`src/rtl/gb_cpu_instr_fetch.sv`:
```
// Game Boy CPU instruction fetch unit.
// Reads one byte per acknowledged request starting at pc and assembles each
// opcode, together with its optional CB prefix or 8/16-bit immediate, into a
// single instruction packet handed to the decoder via a valid/ready handshake.

package gb_cpu_common_pkg;

  // Which byte of the current instruction the fetch unit is waiting for.
  typedef enum logic [2:0] {
    READ_OPCODE    = 3'd0,
    READ_CB_OPCODE = 3'd1,
    READ_R8        = 3'd2,
    READ_R16_BYTE0 = 3'd3,
    READ_R16_BYTE1 = 3'd4
  } decoder_state_t;

endpackage

module gb_cpu_instr_fetch #(
  parameter logic [15:0] RESET_PC = 16'h0000
) (
  input  logic        clk,
  input  logic        rst_n,
  input  logic        pc_load,
  input  logic [15:0] pc_load_value,
  output logic        mem_req,
  output logic [15:0] mem_addr,
  input  logic        mem_ack,
  input  logic [7:0]  mem_rdata,
  output logic        instr_valid,
  input  logic        instr_ready,
  output logic [7:0]  instr_opcode,
  output logic        instr_cb,
  output logic [15:0] instr_imm,
  output logic [1:0]  instr_len,
  output logic [15:0] instr_pc
);

  localparam logic [7:0] CB_PREFIX = 8'hCB;

  gb_cpu_common_pkg::decoder_state_t state_q, state_d;

  logic [15:0] pc_q, pc_d;
  logic        valid_q, valid_d;
  logic [7:0]  opcode_q, opcode_d;
  logic        cb_q, cb_d;
  logic [15:0] imm_q, imm_d;
  logic [1:0]  len_q, len_d;
  logic [15:0] ipc_q, ipc_d;

  logic        consume;

  // Opcodes followed by one immediate byte (d8, r8 or a8 operand).
  function automatic logic has_imm8(input logic [7:0] op);
    logic hit;
    hit = 1'b0;
    case (op)
      8'h06, 8'h0E, 8'h16, 8'h1E, 8'h26, 8'h2E, 8'h36, 8'h3E,
      8'h18, 8'h20, 8'h28, 8'h30, 8'h38,
      8'hC6, 8'hCE, 8'hD6, 8'hDE, 8'hE6, 8'hEE, 8'hF6, 8'hFE,
      8'hE0, 8'hF0, 8'hE8, 8'hF8: hit = 1'b1;
      default: hit = 1'b0;
    endcase
    return hit;
  endfunction

  // Opcodes followed by a little-endian 16-bit immediate (d16 or a16 operand).
  function automatic logic has_imm16(input logic [7:0] op);
    logic hit;
    hit = 1'b0;
    case (op)
      8'h01, 8'h11, 8'h21, 8'h31, 8'h08,
      8'hC2, 8'hC3, 8'hCA, 8'hD2, 8'hDA,
      8'hC4, 8'hCC, 8'hCD, 8'hD4, 8'hDC,
      8'hEA, 8'hFA: hit = 1'b1;
      default: hit = 1'b0;
    endcase
    return hit;
  endfunction

  // Memory is only asked for a byte when there is room for a new packet and
  // no redirect is pending; a byte is taken only when the request is acked.
  assign mem_req  = !valid_q && !pc_load;
  assign mem_addr = pc_q;
  assign consume  = mem_req && mem_ack;

  assign instr_valid  = valid_q;
  assign instr_opcode = opcode_q;
  assign instr_cb     = cb_q;
  assign instr_imm    = imm_q;
  assign instr_len    = len_q;
  assign instr_pc     = ipc_q;

  // Register all fetch state; reset discards any partially fetched instruction.
  always_ff @(posedge clk or negedge rst_n) begin
    if (!rst_n) begin
      state_q  <= gb_cpu_common_pkg::READ_OPCODE;
      pc_q     <= RESET_PC;
      valid_q  <= 1'b0;
      opcode_q <= 8'h00;
      cb_q     <= 1'b0;
      imm_q    <= 16'h0000;
      len_q    <= 2'd0;
      ipc_q    <= 16'h0000;
    end else begin
      state_q  <= state_d;
      pc_q     <= pc_d;
      valid_q  <= valid_d;
      opcode_q <= opcode_d;
      cb_q     <= cb_d;
      imm_q    <= imm_d;
      len_q    <= len_d;
      ipc_q    <= ipc_d;
    end
  end

  // Next-state logic: a redirect wins over everything, otherwise the handshake
  // retires the current packet and each consumed byte advances the assembly.
  always_comb begin
    state_d  = state_q;
    pc_d     = pc_q;
    valid_d  = valid_q;
    opcode_d = opcode_q;
    cb_d     = cb_q;
    imm_d    = imm_q;
    len_d    = len_q;
    ipc_d    = ipc_q;

    if (pc_load) begin
      pc_d    = pc_load_value;
      state_d = gb_cpu_common_pkg::READ_OPCODE;
      valid_d = 1'b0;
    end else begin
      if (valid_q && instr_ready) begin
        valid_d = 1'b0;
      end

      if (consume) begin
        pc_d = pc_q + 16'd1;
        case (state_q)
          gb_cpu_common_pkg::READ_OPCODE: begin
            ipc_d    = pc_q;
            opcode_d = mem_rdata;
            cb_d     = 1'b0;
            imm_d    = 16'h0000;
            if (mem_rdata == CB_PREFIX) begin
              state_d = gb_cpu_common_pkg::READ_CB_OPCODE;
            end else if (has_imm8(mem_rdata)) begin
              state_d = gb_cpu_common_pkg::READ_R8;
            end else if (has_imm16(mem_rdata)) begin
              state_d = gb_cpu_common_pkg::READ_R16_BYTE0;
            end else begin
              len_d   = 2'd1;
              valid_d = 1'b1;
            end
          end
          gb_cpu_common_pkg::READ_CB_OPCODE: begin
            opcode_d = mem_rdata;
            cb_d     = 1'b1;
            imm_d    = 16'h0000;
            len_d    = 2'd2;
            valid_d  = 1'b1;
            state_d  = gb_cpu_common_pkg::READ_OPCODE;
          end
          gb_cpu_common_pkg::READ_R8: begin
            imm_d   = {8'h00, mem_rdata};
            len_d   = 2'd2;
            valid_d = 1'b1;
            state_d = gb_cpu_common_pkg::READ_OPCODE;
          end
          gb_cpu_common_pkg::READ_R16_BYTE0: begin
            imm_d   = {8'h00, mem_rdata};
            state_d = gb_cpu_common_pkg::READ_R16_BYTE1;
          end
          gb_cpu_common_pkg::READ_R16_BYTE1: begin
            imm_d   = {mem_rdata, imm_q[7:0]};
            len_d   = 2'd3;
            valid_d = 1'b1;
            state_d = gb_cpu_common_pkg::READ_OPCODE;
          end
          default: begin
            state_d = gb_cpu_common_pkg::READ_OPCODE;
          end
        endcase
      end
    end
  end

endmodule

```
`config.mk`:
```
export PLATFORM = sky130hd
export DESIGN_NAME = gb_cpu_instr_fetch
export DESIGN_NICKNAME = d
export VERILOG_FILES = /design/src/rtl/gb_cpu_instr_fetch.sv
export SDC_FILE = /design/constraint.sdc
export NUM_CORES = 1
export LEC_CHECK = 0
export ABC_AREA = 1
export CAP_MARGIN = 25
export CORE_MARGIN = 3
export CORE_UTILIZATION = 46
export DETAILED_ROUTE_END_ITERATION = 8
export PLACE_DENSITY = 0.81
export SETUP_SLACK_MARGIN = 0.3
export SLEW_MARGIN = 30
export SYNTH_ARGS = -nofsm -noshare
export SYNTH_HDL_FRONTEND = slang
export SYNTH_SLANG_ARGS = --single-unit
export TNS_END_PERCENT = 10
```
`constraint.sdc`:
```
create_clock -name clk -period 4.04 [get_ports clk]
set_input_delay 1.212 -clock clk [delete_from_list [all_inputs] [get_ports clk]]
set_output_delay 1.212 -clock clk [all_outputs]
set_load 0.03 [all_outputs]
```
==> summary.md, run 1 <==
| Metric | Value |
|---|---|
| Clk buf depth | `2` |
| Critical R2R Launch | `state_q[1]` |
| Drt wl/cell | `around 15 um` |
| Syn Nets | `383` |
| Sink Count | `between 60 and 70` |
| Vias | `between 2000 and 3000` |
| Worst endpoint required time | `2830 ps` |
| Largest area contributor in the netlist | `dfrtp_1` |
| Routed WL | `7.99 mm` |
| Pin slew with the least headroom to its limit | `650 ps` |
| CP Buf/Inv Count | `2` |
| DP Area | `~4000 um2` |
| Clock Latency Late Sink | `340 ps` |
| Clk_skew | `~10 ps` |
| Htree depth | `3` |
| Postcts setup bufs | `0` |
| Vias in the first global route | `2882` |
| R2R depth | `10` |
| DRT iter0 DRCs | `approximately 170` |
| Top-area cell type share of the netlist area | `51.1%` |
| Post-synthesis cell area | `between 3000 and 4000 um2` |
| Fillers | `about 520` |
| First-pass DRT Iterations | `4` |
| # Max-Cap Violations | `0` |
| R2R Setup Slk | `2280 ps` |
| Maximum vdd drop | `about 0.36 mV` |
| Synth Area per Inst | `8.74 um2` |
| TritonCTS Buffers | `9` |
| Initial antenna violation count | `0` |
| Die ar. | `7730 um2` |
| Io pins | `90` |
| DRC | `0` |
| CP max-delay cell | `clkdlybuf4s50_1` |
| PostCTS Resize Cnt | `0` |
| Detail Placement HPWL | `5.83 mm` |
| Global-route wire length before repair | `13.5 mm` |
| Final Hold Fails | `0` |
| Setup_tns | `0 ps` |
| Global router's overall resource usage | `22.5%` |
| Critical path startpoint | `pc_load` |
| R2r endpoint | `instr_len[0]` |
| Flops & latches, synth | `63` |
| Row count | `29` |
| CP max FO | `2` |
| # setup viols final | `0` |
| Levels on crit path | `3` |
| Area growth, synth to finish | `37.0%` |
| CP Capture Type | `output pin` |
| Hold Buf Count CTS | `0` |
| Crit share post-route | `78.8%` |
| Clock slew at reported path FFs | `about 70 ps` |
| Non-Filler Instances | `between 500 and 600` |
| Slew HR | `56.4%` |
| CTS Root Cell | `clkbuf_8` |
| Die X | `87.9 um` |
| HP Class | `reg2reg` |
| Syn Inst Count | `353` |
| Power Dens Cells | `666 nW/um2` |
| Diode count | `0` |
| Worst setup endpoint | `mem_req` |
| CTS tree | `yes` |
| GRT overflow | `0` |
| CP startpoint kind | `input port` |
| Status | `finished clean` |
| Synth warn | `0` |
| Post-synth cell types | `34` |
| Die H | `87.9 um` |
| Core ar. | `roughly 6400 um2` |
| Worst hold slack | `479 ps` |
| Nets | `476` |
| Critical path cell sequence | `clkdlybuf4s50_1 > nor2_2 > buf_4` |
| RSZ-0062 raised after global routing | `no` |
| Cells after DPL | `roughly 510` |
| IO Port Bufs | `89` |
| Crit-path leading delay family | `buffers and inverters` |
| Max-slew violations | `0` |
| Seq/Total Area, Yosys | `between 50 and 60%` |
| Fmax | `314 MHz` |
| Pin count of the biggest net entering global routing | `39` |
| Finished Cell Area | `4230 um2` |
| Period minus WS final | `3180 ps` |
| Layout cell share with drive strength beyond 1 | `about 16%` |
| Crit path DAT | `1970 ps` |
| Largest stage delay, worst path | `430 ps` |
| Initial Utilization | `around half` |
| Leak pwr | `0.00194 uW` |
| Top cells by area, synth | `dfrtp_1 (51%), nand2_1 (12%), o21ai_0 (3.6%), inv_1 (3.4%), o21ai_2 (3.4%)` |
| Final Wtd Congestion | `0.842` |
| Critical path class | `in2out` |
| Vias/cell | `5.31` |
| Post-route antenna net violation count | `0` |
## power breakdown
group          internal, uW  switching, uW
clock network           285            260
registers               832            153
logic                   509            776
## cell families after synthesis
kind of cell	Yosys count	synth area share, %
flops	63	51.1
buf+inv	48	6.36
fa+ha+maj	1	0.405
xor+xnor	10	2.84
compound gates	78	16.0
simple gates	153	23.3
## stage by stage
step | power, uW | setup slack [ps] | util [%]
after floorplan | 1750 | 1310 | -
after global placement | 2250 | 872 | 62.8
after detailed placement | 2290 | 852 | 62.8
after CTS | 2840 | 851 | 65.8
after global routing | 2990 | 831 | 65.8
final | 2820 | 857 | 65.8
## per-layer routing
layer / up-vias / wire length, um / global-route usage, %
li1: 1342 / - / -
met5: - / 0 / 0
met3: 15 / 693 / 5.64
met4: 0 / 131 / 8.65
met2: 123 / 3840 / 37.2
met1: 1324 / 3330 / 28.3
## cells in the mapped netlist
master / count
a22oi_1: 7
xor2_1: 9
nor3_4: 1
nand3_1: 9
dfrtp_1: 63
ha_1: 1
o221ai_1: 6
nand2_4: 1
buf_6: 1
buf_2: 4
a21oi_1: 6
nand4_1: 6
a21oi_2: 1
nand2_2: 9
nor2_2: 9
nand3_2: 1
xnor2_1: 1
nand3b_4: 1
o21ai_2: 12
o21a_1: 1
o22ai_1: 1
o31ai_1: 1
nor2_1: 12
clkbuf_1: 3
nor3_1: 2
a31oi_1: 2
buf_4: 1
o21ai_1: 17
nor2_4: 4
nand2_1: 98
o21ai_0: 22
o211ai_1: 2
inv_1: 28
inv_2: 11
## cell type report
type / count / area (um2) / share of cell area (%)
flip-flops and latches: 63 / 1580 / 37.3
multi-input cells: 242 / 1310 / 31.1
repair buffers: 91 / 898 / 21.2
inverters: 39 / 146 / 3.46
clock buffers: 9 / 124 / 2.93
well taps: 77 / 96.3 / 2.28
clock inverters: 7 / 73.8 / 1.75
## worst reg2reg max path, stage by stage, from the launching register on
cell	delay, ps
dfrtp_1	480
nor2_2	190
inv_2	70
nor2_2	130
inv_2	80
nor2_4	120
inv_2	220
nand2_1	180
nand2_2	80
nand2_1	70
nand2_1	50
## worst min path at each step
stage	to	slack [ps]	from	depth (start not counted)
global placement	instr_pc[11]	460	instr_pc[11]	2
detailed placement	instr_pc[14]	470	instr_pc[14]	2
global route	instr_opcode[7]	500	instr_opcode[7]	2
floorplan	state_q[0]	520	state_q[0]	2
CTS	instr_pc[14]	480	instr_pc[14]	2
finish	instr_pc[14]	480	instr_pc[14]	2
## state kept, by name, summed over array words and instances, names as in the netlist
signal,cells
instr_len,2
instr_pc,16
mem_addr,16
state_q,3
instr_cb,1
instr_opcode,8
instr_valid,1
instr_imm,16
## cells in the final DEF, fill, tap and decap left out, drive strengths merged, types with 9 or more instances in the layout
| master | instances |
|---|---|
| nor2 | 25 |
| clkbuf | 9 |
| inv | 39 |
| xor2 | 9 |
| nand2 | 108 |
| dfrtp | 63 |
| clkdlybuf4s50 | 87 |
| o21ai | 51 |
| nand3 | 10 |
No activity file was read; power rests on OpenSTA's default activity.
==> run 2: changes to the inputs <==
CORE_UTILIZATION = 43   (was 46)
PLACE_DENSITY = 0.8   (was 0.81)
clock period = 2.7 ns   (was 4.04 ns; I/O delays follow)
==> summary.md, run 2 (synthesis gave the netlist of run 1 again) <==
| Metric | Value |
|---|---|
| # Max-Cap Violations | `0 (unchanged)` |
| CTS Root Cell | `clkbuf_8` |
| Clock slew at reported path FFs | `80 ps (about the same)` |
| CP max FO | `2 (unchanged)` |
| Postcts setup bufs | `0 (unchanged)` |
| Worst endpoint required time | `1890 ps (-940 ps)` |
| Crit path DAT | `1580 ps (-390 ps)` |
| Seq pwr share | `33.3% (-1.7 points)` |
| CTS tree | `yes` |
| Die X | `90.7 um (+3.2%)` |
| Setup_tns | `0 ps (unchanged)` |
| DRT iter0 DRCs | `169 (+1.8%)` |
| First-pass DRT Iterations | `4 (unchanged)` |
| RSZ-0062 raised after global routing | `yes` |
| Fmax | `418 MHz` |
| Switching Share | `40.4% (-1.8 points)` |
| Crit share post-route | `88.7%` |
| Post-route antenna net violation count | `0 (unchanged)` |
| Period minus WS final | `2390 ps` |
| Status | `finished clean` |
| Htree depth | `3 (unchanged)` |
| Routed WL | `8.34 mm (+4.4%)` |
| Sink Count | `63 (unchanged)` |
| Slew HR | `48.8% (-7.6 points)` |
| Area growth, synth to finish | `40.7%` |
| Final Hold Fails | `0 (unchanged)` |
| Initial Utilization | `44.9% (-3.1 points)` |
| Detail Placement HPWL | `5.97 mm (+2.3%)` |
| Total internal power | `2660 uW (+63%)` |
| Vias in the first global route | `2843 (-1.4%)` |
| IO Port Bufs | `89 (unchanged)` |
| Post-Place Setup Slack | `186 ps (-666 ps)` |
| R2r endpoint | `mem_addr[14]` |
| CP startpoint kind | `input port` |
| Pin slew with the least headroom to its limit | `763 ps (+113 ps)` |
| GRT overflow | `0 (unchanged)` |
| Global router's overall resource usage | `21.3% (-1.2 points)` |
| Layout cell share with drive strength beyond 1 | `15.9% (+0.37 points)` |
| R2R depth | `8 (-2)` |
| Final Wtd Congestion | `0.872 (+3.6%)` |
| Vias | `2818 (+0.50%)` |
| Nets | `478 (+0.42%)` |
| Critical R2R Launch | `mem_addr[0]` |
| Clock Latency Late Sink | `340 ps (about the same)` |
| Fillers | `579 (+11%)` |
| Row count | `30 (+3.4%)` |
| Power Dens Cells | `1030 nW/um2 (+54%)` |
| HP Class | `in2async` |
| # setup viols final | `0 (unchanged)` |
| Pin count of the biggest net entering global routing | `35 (-10%)` |
| Most common cell after layout, fill and taps aside | `nand2_1` |
| Leak pwr | `0.00199 uW (+2.6%)` |
| Die H | `90.7 um (+3.2%)` |
| Initial antenna violation count | `0 (unchanged)` |
| Sw Pwr | `1800 uW (+51%)` |
| Drt wl/cell | `15.2 um (+0.36%)` |
| R2R Setup Slk | `830 ps (-1450 ps)` |
| Clk_skew | `13.6 ps (+3.49 ps)` |
| Vias/cell | `5.13 (-3.3%)` |
| Logic gate share of total power | `43.3% (-2.3 points)` |
| Multi-input gate area | `1310 um2 (unchanged)` |
| Clock power share | `23.4% (+4.0 points)` |
| Die ar. | `8230 um2 (+6.5%)` |
| DRC | `0 (unchanged)` |
| Max-slew violations | `0 (unchanged)` |
| CP Capture Type | `output pin` |
| DP Area | `4080 um2 (+1.3%)` |
| Core ar. | `6870 um2 (+7.0%)` |
| Io pins | `90 (unchanged)` |
| Most frequent cells in the layout | `nand2_1 (98), clkdlybuf4s50_1 (86), dfrtp_1 (63), inv_1 (28), o21ai_0 (22)` |
| Reg area | `1580 um2 (unchanged)` |
| Maximum vdd drop | `0.649 mV (+81%)` |
| TritonCTS Buffers | `9 (unchanged)` |
| Diode count | `0 (unchanged)` |
| Global-route wire length before repair | `14.0 mm (+3.7%)` |
| Finished Cell Area | `4340 um2 (+2.7%)` |
| Clk buf depth | `2 (unchanged)` |
| Worst hold slack | `428 ps (-50.4 ps)` |
| Final setup margin | `306 ps (-552 ps)` |
| Critical path class | `in2out` |
==> run 2: changes by cell type in the layout (fill, tap and decap cells not counted), moves of 2 or more <==
cell and change:
inv_6 +2, clkinv_4 -3, bufinv_16 +2, clkinv_2 -2
==> run 2: critical path, cell delays in order <==
cell	delay [ps]
clkdlybuf4s50_1	440
nor2_2	180
buf_6	150
==> run 2: routing by layer <==
metal	global-route usage (%)	wire length, um	vias up
li1	-	-	1352
met4	4.34	33	0
met5	0	0	-
met2	35.3	4120	110
met1	27.0	3520	1352
met3	7.33	662	4
==> run 2: worst max-delay path by stage <==
stage | cells past startpoint | start | endpoint
6_report | 3 | pc_load | mem_req
3_5_place_dp | 12 | mem_rdata[2] | instr_len[0]
3_3_place_gp | 12 | mem_rdata[2] | instr_len[0]
5_1_grt | 3 | pc_load | mem_req
2_1_floorplan | 9 | pc_load | instr_opcode[6]
4_1_cts | 3 | pc_load | mem_req
==> run 2: what timing repair did <==
action | 4_1_cts | 5_1_grt
hold buffers | 0 | 0
resized for setup | 1 | 1
setup endpoints to repair | 1 | 3
pin swaps | 0 | 0
==> run 2: final cells by class <==
| class | instances | share of cell area (%) |
|---|---|---|
| clock buffer | 10 | 3.17 |
| tap | 96 | 2.77 |
| multi-input combinational | 242 | 30.3 |
| clock inverter | 6 | 2.65 |
| sequential | 63 | 36.3 |
| timing repair buffer | 93 | 21.5 |
| inverter | 39 | 3.37 |
==> run 2: stage by stage <==
step	total power [uW]	utilization, %	cells
after floorplan	2620	-	353
after global placement	3390	59.4	533
after detailed placement	3440	59.4	533
after CTS	4490	63.2	549
after global routing	4690	63.2	549
final	4460	63.2	549
==> run 2: power groups by stage <==
stage	sequential (uW)	combinational (uW)	clock [uW]
after global placement	1490	1900	0
after detailed placement	1500	1940	0
after CTS	1490	1950	1050
final	1490	1930	1040
after global routing	1530	2070	1090
after floorplan	2030	588	0
